--- src/rtl/branch_resolve_unit_pkg.sv ---
// Shared constants and types for the branch resolve unit: opcodes, branch
// condition codes, the BHT counter reset value and the redirect FSM states.
package branch_resolve_unit_pkg;

  localparam logic [6:0] OPC_BRANCH = 7'b1100011;
  localparam logic [6:0] OPC_JAL    = 7'b1101111;
  localparam logic [6:0] OPC_JALR   = 7'b1100111;

  localparam logic [2:0] F3_BEQ  = 3'b000;
  localparam logic [2:0] F3_BNE  = 3'b001;
  localparam logic [2:0] F3_BLT  = 3'b100;
  localparam logic [2:0] F3_BGE  = 3'b101;
  localparam logic [2:0] F3_BLTU = 3'b110;
  localparam logic [2:0] F3_BGEU = 3'b111;

  // Weakly not-taken
  localparam logic [1:0] BHT_RESET = 2'b01;

  typedef enum logic {
    ST_IDLE     = 1'b0,
    ST_REDIRECT = 1'b1
  } state_t;

endpackage

--- src/rtl/branch_resolve_unit_bht_2bit.sv ---
// Direct-mapped table of 2-bit saturating branch counters with one
// combinational read port (returns the stored, pre-update value) and one write port.
module bht_2bit
  import branch_resolve_unit_pkg::*;
#(
  parameter int BHT_ENTRIES = 64,
  localparam int IDX_W = $clog2(BHT_ENTRIES)
) (
  input  logic             clk,
  input  logic             rst_n,
  input  logic [IDX_W-1:0] rd_idx,
  output logic             rd_taken,
  input  logic             wr_en,
  input  logic [IDX_W-1:0] wr_idx,
  input  logic             wr_taken
);

  logic [1:0] ctr_q [BHT_ENTRIES];

  function automatic logic [1:0] ctr_step(input logic [1:0] c, input logic up);
    if (up) return (c == 2'b11) ? c : c + 2'b01;
    else    return (c == 2'b00) ? c : c - 2'b01;
  endfunction

  always_ff @(posedge clk or negedge rst_n) begin
    if (!rst_n) begin
      for (int i = 0; i < BHT_ENTRIES; i++) ctr_q[i] <= BHT_RESET;
    end else if (wr_en) begin
      ctr_q[wr_idx] <= ctr_step(ctr_q[wr_idx], wr_taken);
    end
  end

  assign rd_taken = ctr_q[rd_idx][1];

endmodule

--- src/rtl/branch_resolve_unit.sv ---
// Execute-stage branch/jump resolution: compares the actual outcome with the
// fetch prediction, holds a redirect until fetch accepts it, trains the BHT.
module branch_resolve_unit
  import branch_resolve_unit_pkg::*;
#(
  parameter int XLEN        = 32,
  parameter int BHT_ENTRIES = 64,
  parameter int PERF_W      = 32
) (
  input  logic              clk,
  input  logic              rst_n,
  input  logic              i_valid,
  output logic              o_ready,
  input  logic [6:0]        is_opcode,
  input  logic [2:0]        is_func3,
  input  logic [XLEN-1:0]   is_pc,
  input  logic [XLEN-1:0]   is_rs1_data,
  input  logic [XLEN-1:0]   is_rs2_data,
  input  logic [XLEN-1:0]   i_imm,
  input  logic              i_pred_taken,
  input  logic [XLEN-1:0]   i_pred_target,
  output logic              o_redirect_valid,
  output logic [XLEN-1:0]   o_redirect_pc,
  input  logic              i_redirect_ready,
  output logic              o_flush,
  output logic [XLEN-1:0]   o_link_pc,
  input  logic [XLEN-1:0]   i_fetch_pc,
  output logic              o_fetch_pred_taken,
  output logic [PERF_W-1:0] o_perf_branches,
  output logic [PERF_W-1:0] o_perf_mispredicts
);

  localparam int IDX_W = $clog2(BHT_ENTRIES);

  function automatic logic [PERF_W-1:0] sat_inc(input logic [PERF_W-1:0] v);
    return (&v) ? v : v + PERF_W'(1);
  endfunction

  state_t                   state_q, state_d;
  logic                     accept, is_br, is_jal, is_jalr, is_ctrl;
  logic                     cond_taken, act_taken, mispred, capture;
  logic signed [XLEN-1:0]   rs1_s, rs2_s;
  logic        [XLEN-1:0]   jalr_sum, target, pc_seq, next_pc;
  logic        [XLEN-1:0]   redirect_pc_p1, link_pc_p1;
  logic                     flush_p1;
  logic        [PERF_W-1:0] perf_br_p1, perf_mp_p1;
  logic                     unused_bits;

  assign is_br   = (is_opcode == OPC_BRANCH);
  assign is_jal  = (is_opcode == OPC_JAL);
  assign is_jalr = (is_opcode == OPC_JALR);
  assign is_ctrl = is_br | is_jal | is_jalr;
  assign accept  = i_valid && (state_q == ST_IDLE);

  assign rs1_s = is_rs1_data;
  assign rs2_s = is_rs2_data;

  always_comb begin
    cond_taken = 1'b0;
    case (is_func3)
      F3_BEQ:  cond_taken = (is_rs1_data == is_rs2_data);
      F3_BNE:  cond_taken = (is_rs1_data != is_rs2_data);
      F3_BLT:  cond_taken = (rs1_s <  rs2_s);
      F3_BGE:  cond_taken = (rs1_s >= rs2_s);
      F3_BLTU: cond_taken = (is_rs1_data <  is_rs2_data);
      F3_BGEU: cond_taken = (is_rs1_data >= is_rs2_data);
      default: cond_taken = 1'b0;
    endcase
  end

  assign act_taken = is_jal | is_jalr | (is_br & cond_taken);
  assign jalr_sum  = is_rs1_data + i_imm;
  assign target    = is_jalr ? {jalr_sum[XLEN-1:1], 1'b0} : (is_pc + i_imm);
  assign pc_seq    = is_pc + XLEN'(4);
  assign next_pc   = act_taken ? target : pc_seq;
  // Right direction is not enough when taken: the predicted target must match too
  assign mispred   = is_ctrl &&
                     ((act_taken != i_pred_taken) || (act_taken && (i_pred_target != target)));
  assign capture   = accept && mispred;

  always_ff @(posedge clk or negedge rst_n) begin
    if (!rst_n) state_q <= ST_IDLE;
    else        state_q <= state_d;
  end

  always_comb begin
    state_d          = state_q;
    o_ready          = 1'b0;
    o_redirect_valid = 1'b0;
    case (state_q)
      ST_IDLE: begin
        o_ready = 1'b1;
        if (i_valid && mispred) state_d = ST_REDIRECT;
      end
      ST_REDIRECT: begin
        o_redirect_valid = 1'b1;
        if (i_redirect_ready) state_d = ST_IDLE;
      end
      default: state_d = ST_IDLE;
    endcase
  end

  // Stage p1: registered redirect, link and counters, all updated at the accept edge
  always_ff @(posedge clk or negedge rst_n) begin
    if (!rst_n) begin
      redirect_pc_p1 <= '0;
      flush_p1       <= 1'b0;
      link_pc_p1     <= '0;
      perf_br_p1     <= '0;
      perf_mp_p1     <= '0;
    end else begin
      flush_p1 <= capture;
      if (capture) redirect_pc_p1 <= next_pc;
      if (accept && (is_jal || is_jalr)) link_pc_p1 <= pc_seq;
      if (accept && is_ctrl) perf_br_p1 <= sat_inc(perf_br_p1);
      if (capture) perf_mp_p1 <= sat_inc(perf_mp_p1);
    end
  end

  assign o_redirect_pc      = redirect_pc_p1;
  assign o_flush            = flush_p1;
  assign o_link_pc          = link_pc_p1;
  assign o_perf_branches    = perf_br_p1;
  assign o_perf_mispredicts = perf_mp_p1;

  bht_2bit #(
    .BHT_ENTRIES(BHT_ENTRIES)
  ) u_bht (
    .clk      (clk),
    .rst_n    (rst_n),
    .rd_idx   (i_fetch_pc[IDX_W+1:2]),
    .rd_taken (o_fetch_pred_taken),
    .wr_en    (accept && is_br),
    .wr_idx   (is_pc[IDX_W+1:2]),
    .wr_taken (cond_taken)
  );

  assign unused_bits = ^{i_fetch_pc[XLEN-1:IDX_W+2], i_fetch_pc[1:0], jalr_sum[0]};

endmodule

--- config.mk ---
export PLATFORM = sky130hd
export DESIGN_NAME = branch_resolve_unit
export DESIGN_NICKNAME = d
export VERILOG_FILES = /design/src/rtl/branch_resolve_unit_pkg.sv /design/src/rtl/branch_resolve_unit_bht_2bit.sv /design/src/rtl/branch_resolve_unit.sv
export SDC_FILE = /design/constraint.sdc
export NUM_CORES = 1
export LEC_CHECK = 0
export CAP_MARGIN = 20
export CORE_MARGIN = 2
export CORE_UTILIZATION = 24
export CTS_CLUSTER_SIZE = 28
export DETAILED_ROUTE_END_ITERATION = 6
export GPL_TIMING_DRIVEN = 0
export PLACE_DENSITY = 0.43
export RECOVER_POWER = 100
export SYNTH_ARGS = -nofsm -noshare
export SYNTH_HDL_FRONTEND = slang
export SYNTH_HIERARCHICAL = 1
export SYNTH_SLANG_ARGS = --single-unit
--- constraint.sdc ---
create_clock -name clk -period 5.26 [get_ports clk]
set_clock_uncertainty 0.2 [all_clocks]
set_input_delay 0.526 -clock clk [delete_from_list [all_inputs] [get_ports clk]]
set_output_delay 0.526 -clock clk [all_outputs]
set_load 0.01 [all_outputs]
-- Word level (Yosys, flattened, before mapping)
Cells that the tools add are included.
- add/subtract/negate cells: 7
- order comparisons: 7
- reductions and logical operators: 17
- equal/unequal tests: 13
- muxes and demuxes: 21
- bitwise logic cells: 10
- operators by type and width (operator ; number):
    $bwmux 128 ; 1
    $add 32x1->32 const B ; 2
    $add 32x32->32 ; 2
    $ge 32x32->1 ; 2
    $lt 32x32->1 ; 2
    $mux 32 ; 2
    $ne 32x32->1 ; 2
    $reduce_and 32->1 ; 2
    $add 32x3->32 const B ; 1
    $eq 32x32->1 ; 1
    $bmux 2 s6 ; 2
    $eq 7x7->1 const B ; 3
    $mux 2 ; 9
    $ge 7x7->1 const B ; 2
    $not 6->7 ; 2
    $demux 2 s6 ; 1
    $eq 3x3->1 const B ; 4
    $logic_and 1x1->1 ; 9
    $lt 7x1->1 const B ; 1
    $pmux 1 s6 ; 1
    $mux 1 ; 4
    $or 1x1->1 ; 4
    $reduce_and 2->1 ; 2
    $eq 3x1->1 const B ; 1
    other kinds (10) ; 13
- output and inout bits: 132
- bits of input ports: 207
- register bits: 258

-- Depth between registers and ports, before layout
Gate-level depths: netlist of run 1.
- word-level depth: 10
- gate-level depth with buffers: 15

-- Modules after synthesis
The synthesis of run 1 kept the hierarchy.
- modules (own cells, without submodules) (module ; sequential area each (um^2) ; area an instance (um^2) ; times used ; cells each):
    branch_resolve_unit ; 3253.1 ; 12441.9 ; 1 ; 1488
    bht_2bit ; 3283.1 ; 6557.5 ; 1 ; 646

-- Worst setup path before layout of run 1
OpenSTA, ideal clock, no wires.
- kind: input-to-reg
- start point: in is_pc[0]
- end point: reg redirect_pc_p1[11] (netlist: o_redirect_pc[11])
- data arrival time: 3.993 ns
- setup slack: 0.940 ns
- library setup time: 0.128 ns
- cell stages on the path: 15
- cells stage by stage: ha_1 -> fa_1 -> a21o_1 -> a221o_1 -> a211oi_2 -> a21oi_1 -> xnor3_1 -> o211ai_1 -> a2111o_1 -> nor4_1 -> nand4_1 -> nor4_4 -> nor2_2 -> buf_6 -> mux2_1
- cells in the longest elaborated chain, start to end: 7
- elaborated cells between the ends (all ways): 9
- RTL lines (what ; RTL line ; RTL):
    start: declaration ; branch_resolve_unit.sv:16 ; input logic [XLEN-1:0] is_pc,
    $add 32x32->32 ; branch_resolve_unit.sv:73 ; assign target = is_jalr ? {jalr_sum[XLEN-1:1], 1'b0} : (is_pc + i_imm);
    $mux 32 ; branch_resolve_unit.sv:73 ;
    $ne 32x32->1 ; branch_resolve_unit.sv:78 ; ((act_taken != i_pred_taken) || (act_taken && (i_pred_target != target)));
    $logic_and 1x1->1 ; branch_resolve_unit.sv:78 ;
    $logic_or 1x1->1 ; branch_resolve_unit.sv:78 ;
    $logic_and 1x1->1 ; branch_resolve_unit.sv:77 ; assign mispred = is_ctrl &&
    $logic_and 1x1->1 ; branch_resolve_unit.sv:79 ; assign capture = accept && mispred;
    end signal: assignment ; branch_resolve_unit.sv:113 ; if (capture) redirect_pc_p1 <= next_pc;
    end: declaration ; branch_resolve_unit.sv:44 ; logic [XLEN-1:0] redirect_pc_p1, link_pc_p1;
Several ways; a longest one is shown, not always the timed one.
A chain may end at the register's enable or synchronous reset.

-- Worst setup path after layout of run 1
- start point: in is_opcode[3]
- end point: reg perf_mp_p1[15] (netlist: o_perf_mispredicts[15])
- cells in the longest elaborated chain, start to end: 8
- elaborated cells between the ends (all ways): 16
- RTL lines (what ; RTL line ; RTL):
    start: declaration ; branch_resolve_unit.sv:14 ; input logic [6:0] is_opcode,
    $eq 7x7->1, on equally long branches ; branch_resolve_unit.sv:51, branch_resolve_unit.sv:49, branch_resolve_unit.sv:50 ;
    $mux 32 (tied with other cells) ; branch_resolve_unit.sv:73 ;
    $ne 32x32->1 or $or 1x1->1 (tied branches) ; branch_resolve_unit.sv:78, branch_resolve_unit.sv:71 ;
    $logic_and 1x1->1 or $ne 1x1->1 (tied branches) ; branch_resolve_unit.sv:78 ;
    $logic_or 1x1->1 ; branch_resolve_unit.sv:78 ;
    $logic_and 1x1->1 (*) ; branch_resolve_unit.sv:77 ;
    $logic_and 1x1->1 (*) ; branch_resolve_unit.sv:79 ;
    $reduce_and 2->1 (no line) (*) ; - ;
    end signal: assignment ; branch_resolve_unit.sv:116 ; if (capture) perf_mp_p1 <= sat_inc(perf_mp_p1);
    end: declaration ; branch_resolve_unit.sv:46 ; logic [PERF_W-1:0] perf_br_p1, perf_mp_p1;
Mark *: on every way between the ends. The rest lies on a longest branch, timed or not.

==> results of run 1 <==
## worst max path at each step
stage	start	endpoint	slack [ns]
global placement	rst_n	o_perf_mispredicts[11]	-8.00
CTS	is_pc[18]	o_perf_mispredicts[15]	0.03
detailed placement	is_rs1_data[31]	o_redirect_pc[11]	-1.73
finish	is_opcode[3]	o_perf_mispredicts[15]	0.11
global route	is_opcode[3]	o_perf_mispredicts[15]	-0.03
floorplan	is_pc[0]	o_redirect_pc[11]	0.94
## worst register-to-register path: stages, from the launching register on
cell and delay (ns):
dfrtp_1 0.40, mux4_2 0.47, mux2_2 0.29, a22o_1 0.27, a211o_1 0.27, nor4_4 0.20
maj3_1 0.67, clkbuf_1 0.55, o21ai_0 0.21
## report_power, final
part / leakage, nW / internal (mW) / switching, mW / total, mW
logic: 6.74 / 0.641 / 0.925 / 1.57
registers: 3.33 / 2.06 / 0.0502 / 2.11
clock network: 0.553 / 1.43 / 0.894 / 2.33
total: 10.6 / 4.13 / 1.87 / 6.00
## cells in the final DEF, fill, tap and decap left out, drive strengths merged, types with 11 or more instances in the layout
cell and count:
nand2 370, o21ai 231, dfrtp 194, clkdlybuf4s50 173
dlygate4sd3 133, nor2 109, clkbuf 100, ha 96
a21oi 95, xor2 88, inv 72, nand3 70
xnor2 68, dfstp 64, mux2i 59, buf 57
nand4 49, mux2 49, nor3 46, and3 34
mux4 34, a21o 20, o21a 17, nand2b 16
o211ai 16, a221oi 14, and4 13, a22oi 13
and2 12, a31oi 12, nor3b 11
## final cells by class
class	count	area [um2]	share of cell area, %
multi-input cells	1706	11900	47.8
diodes	4	10.0	0.0402
well taps	1050	1310	5.27
inverters	71	267	1.07
clock buffers	41	893	3.59
repair buffers	329	3290	13.2
clock inverters	17	223	0.894
plain buffers	98	472	1.89
flip-flops and latches	258	6540	26.2
## layer usage
metal | wire length (um) | GRT usage, % | vias to the layer above
met3 | 5730 | 4.33 | 102
met5 | 41 | 0 | -
li1 | - | - | 8458
met4 | 1670 | 4.03 | 6
met1 | 37200 | 27.0 | 8874
met2 | 36600 | 31.2 | 618
## synth_stat cells (8+ instances only)
master | count | share of area, %
nor2_1 | 108 | 2.1
dfstp_2 | 64 | 8.9
a211oi_1 | 8 | 0.32
mux4_2 | 34 | 4.0
nand2b_1 | 16 | 0.53
clkbuf_1 | 46 | 0.91
o21ai_1 | 122 | 3.2
buf_6 | 9 | 0.53
xnor2_1 | 68 | 3.1
o21ai_0 | 109 | 2.9
a221oi_1 | 14 | 0.65
nor3b_1 | 11 | 0.43
ha_1 | 96 | 6.3
nand2_1 | 370 | 7.3
o21a_1 | 17 | 0.67
and2_1 | 11 | 0.36
nand3_1 | 70 | 1.8
mux2_4 | 26 | 2.1
buf_4 | 12 | 0.47
and4_1 | 13 | 0.60
and3_1 | 34 | 1.1
o211ai_1 | 16 | 0.63
nand4_1 | 49 | 1.6
a31oi_1 | 12 | 0.40
or3_1 | 10 | 0.33
nor2b_1 | 10 | 0.33
mux2_2 | 20 | 1.2
a22oi_1 | 13 | 0.51
inv_1 | 71 | 1.4
nor3_1 | 46 | 1.2
a21o_1 | 20 | 0.79
mux2i_1 | 59 | 3.1
dfrtp_1 | 194 | 26
xor2_1 | 88 | 4.1
buf_2 | 25 | 0.66
a21oi_1 | 95 | 2.5
## sequential cells by signal, summed over array words and instances (netlist names)
register            count
o_redirect_pc          32
u_bht/ctr_q           128
o_perf_branches        32
o_flush                 1
o_perf_mispredicts     32
state_q                 1
o_link_pc              32
## what timing repair did
action                                  CTS  global route
buffers inserted                          2             3
pin swaps                                 2             5
gates resized for setup                  23            33
endpoints found under the setup margin   66            61
hold endpoints to repair                 43             0
hold buffers                              1             0
## per-stage QoR
step | utilization, % | instance area (um2) | hold WS (ns) | setup TNS [ns]
floorplan | - | 19000 | 0.0304 | 0
global placement | 29.7 | 23400 | 0.248 | -1998.25
detailed placement | 29.9 | 23600 | 0.256 | -102.67
CTS | 31.5 | 24800 | 0.265 | 0
global route | 31.6 | 24900 | 0.283 | -0.0710
finish | 31.6 | 24900 | 0.266 | 0
## logic make-up (layout without fill, tap and decap cells)
kind of cell / count (synthesis) / count (layout) / synth area share, %
fa+ha+maj: 100 / 100 / 6.66
other cells: 0 / 4 / 0
mux: 142 / 142 / 10.6
buf+inv: 170 / 556 / 4.12
compound gates: 512 / 512 / 16.5
flops: 258 / 258 / 34.4
simple gates: 789 / 789 / 19.7
xor+xnor: 163 / 163 / 8.02
==> impl_results.md, run 1 <==
- Num Clock Sinks: 258
- Clock-pin slew on the worst setup and hold paths: 0.06 ns
- Violated checks: max-capacitance violations, max-slew violations
- # IOs: 339
- GRT Util Overall: 19.5%
- Cell row count: 103
- Power per cell area: 241 mW/mm2
- EDFF count, synth: 0
- Overall power: 6.00 mW
- Area growth syn-to-layout: 31.2%
- Worst vdd ir: 0.270 mV
- Leakage: 10.6 nW
- Final worst slack: 0.111 ns
- Worst Reg2Reg Path Length in Cells: 8
- Final hold violations: 0
- Post-DR wirelength/cell: 22.8 um
- Vias: 18.1k
- Routed Antenna Nets: 0
- Top delay family on crit path: buffers and inverters
- Synthesized net count: 2439
- Input/output buffers: 310
- Die width: 285 um
- # setup viols final: 0
- Number of DRC markers in iteration 0: 1546
- Worst path bufs/invs: 6
- DP HPWL: 65500 um
- Vias in the first global route: 18.0k
- Hold_sp: u_bht/ctr_q[92]
- First-pass GRT wire length: 121000 um
- Hold EP: u_bht/ctr_q[92]
- Sequential cell area fraction in the yosys report: 34.4%
- Fillers: 8111
- Post-synthesis register bit count: 258
- Routed wire length: 81300 um
- Core Area: 0.0787 mm2
- Max-slew headroom: -129%
- RePlAce Congestion: 0.915
- Worst-Skew Late Latency: 0.58 ns
- Status: finished with violations
- Distinct cells, synth: 91
- Pre-CTS WS: -1.73 ns
- Final non-filler cell total: 3574
- Initial core utilization: 24.1%
- Cell Chain, Critical Path: clkdlybuf4s50_1, and4bb_2, nand2_1, clkbuf_2, buf_1, mux2i_1, xor2_1, nand4b_1, nor4_2, nand4_1, nor4_4, buf_4, buf_4, buf_2, nor3_1, xor2_1
- Critical Path Start Type: input port
- Drc violations: 0
- H-tree Lvls: 1
- Slew @ Worst Pin: 3.43 ns
- Total Die Area: 0.0814 mm2
- Vias per inst: 5.05
- Nets: 2800
- WP depth: 16
- Slew Viols, Final: 57
- Gr ovfl total: 0
- Min-delay worst type: reg -> reg
- Largest net degree at the start of global routing: 111
- Worst R2R End: u_bht/ctr_q[10]
- Worst EP arrival: 5.40 ns
- Max_cap viols: 1
- Most used DFF post-synth: dfrtp_1
- Worst-path fanout max: 10
- Max stage delay on crit path: 0.61 ns
- First-pass iteration count of the detailed router: 6
- Critical Path RT: 5.52 ns
- CTS root buffer: clkbuf_16
- Mean area per synthesized cell: 8.90 um2
- Final Cycle Share: 97.9%
- RR Startpoint: u_bht/ctr_q[97]
- CP Class: in -> reg
- Setup crit end kind: flip-flop
- Reg2Reg Setup Slack: 1.62 ns
- Slowest-stage cell, CP: clkdlybuf4s50_1
- Placed cells: 3506
- CTS buffer count: 31
- Hold Crit Depth: 2
- CTS Buffer Depth: 3
- Fmax: 194 MHz
- Cell Area, Synth: 0.0190 mm2
- Layout cells sized above 1: 12.1%
- CTS tree: done
- Initial antenna violation count: 7
- Die height: 285 um
- Ys Warns: 6
- Cell count after synthesis: 2134
- Share of async-settable or async-resettable flops after synthesis: 100%
- Tmin final: 5.15 ns
Power figures use the tool's default switching activity.
==> inputs of run 2 (changes only) <==
--- a/config.mk
+++ b/config.mk
@@ -17,3 +17,4 @@
 export SYNTH_HDL_FRONTEND = slang
 export SYNTH_HIERARCHICAL = 1
 export SYNTH_SLANG_ARGS = --single-unit
+export TNS_END_PERCENT = 5
==> results of run 2 <==
Same layout as run 1: the final DEF is identical, and so are final timing and power.
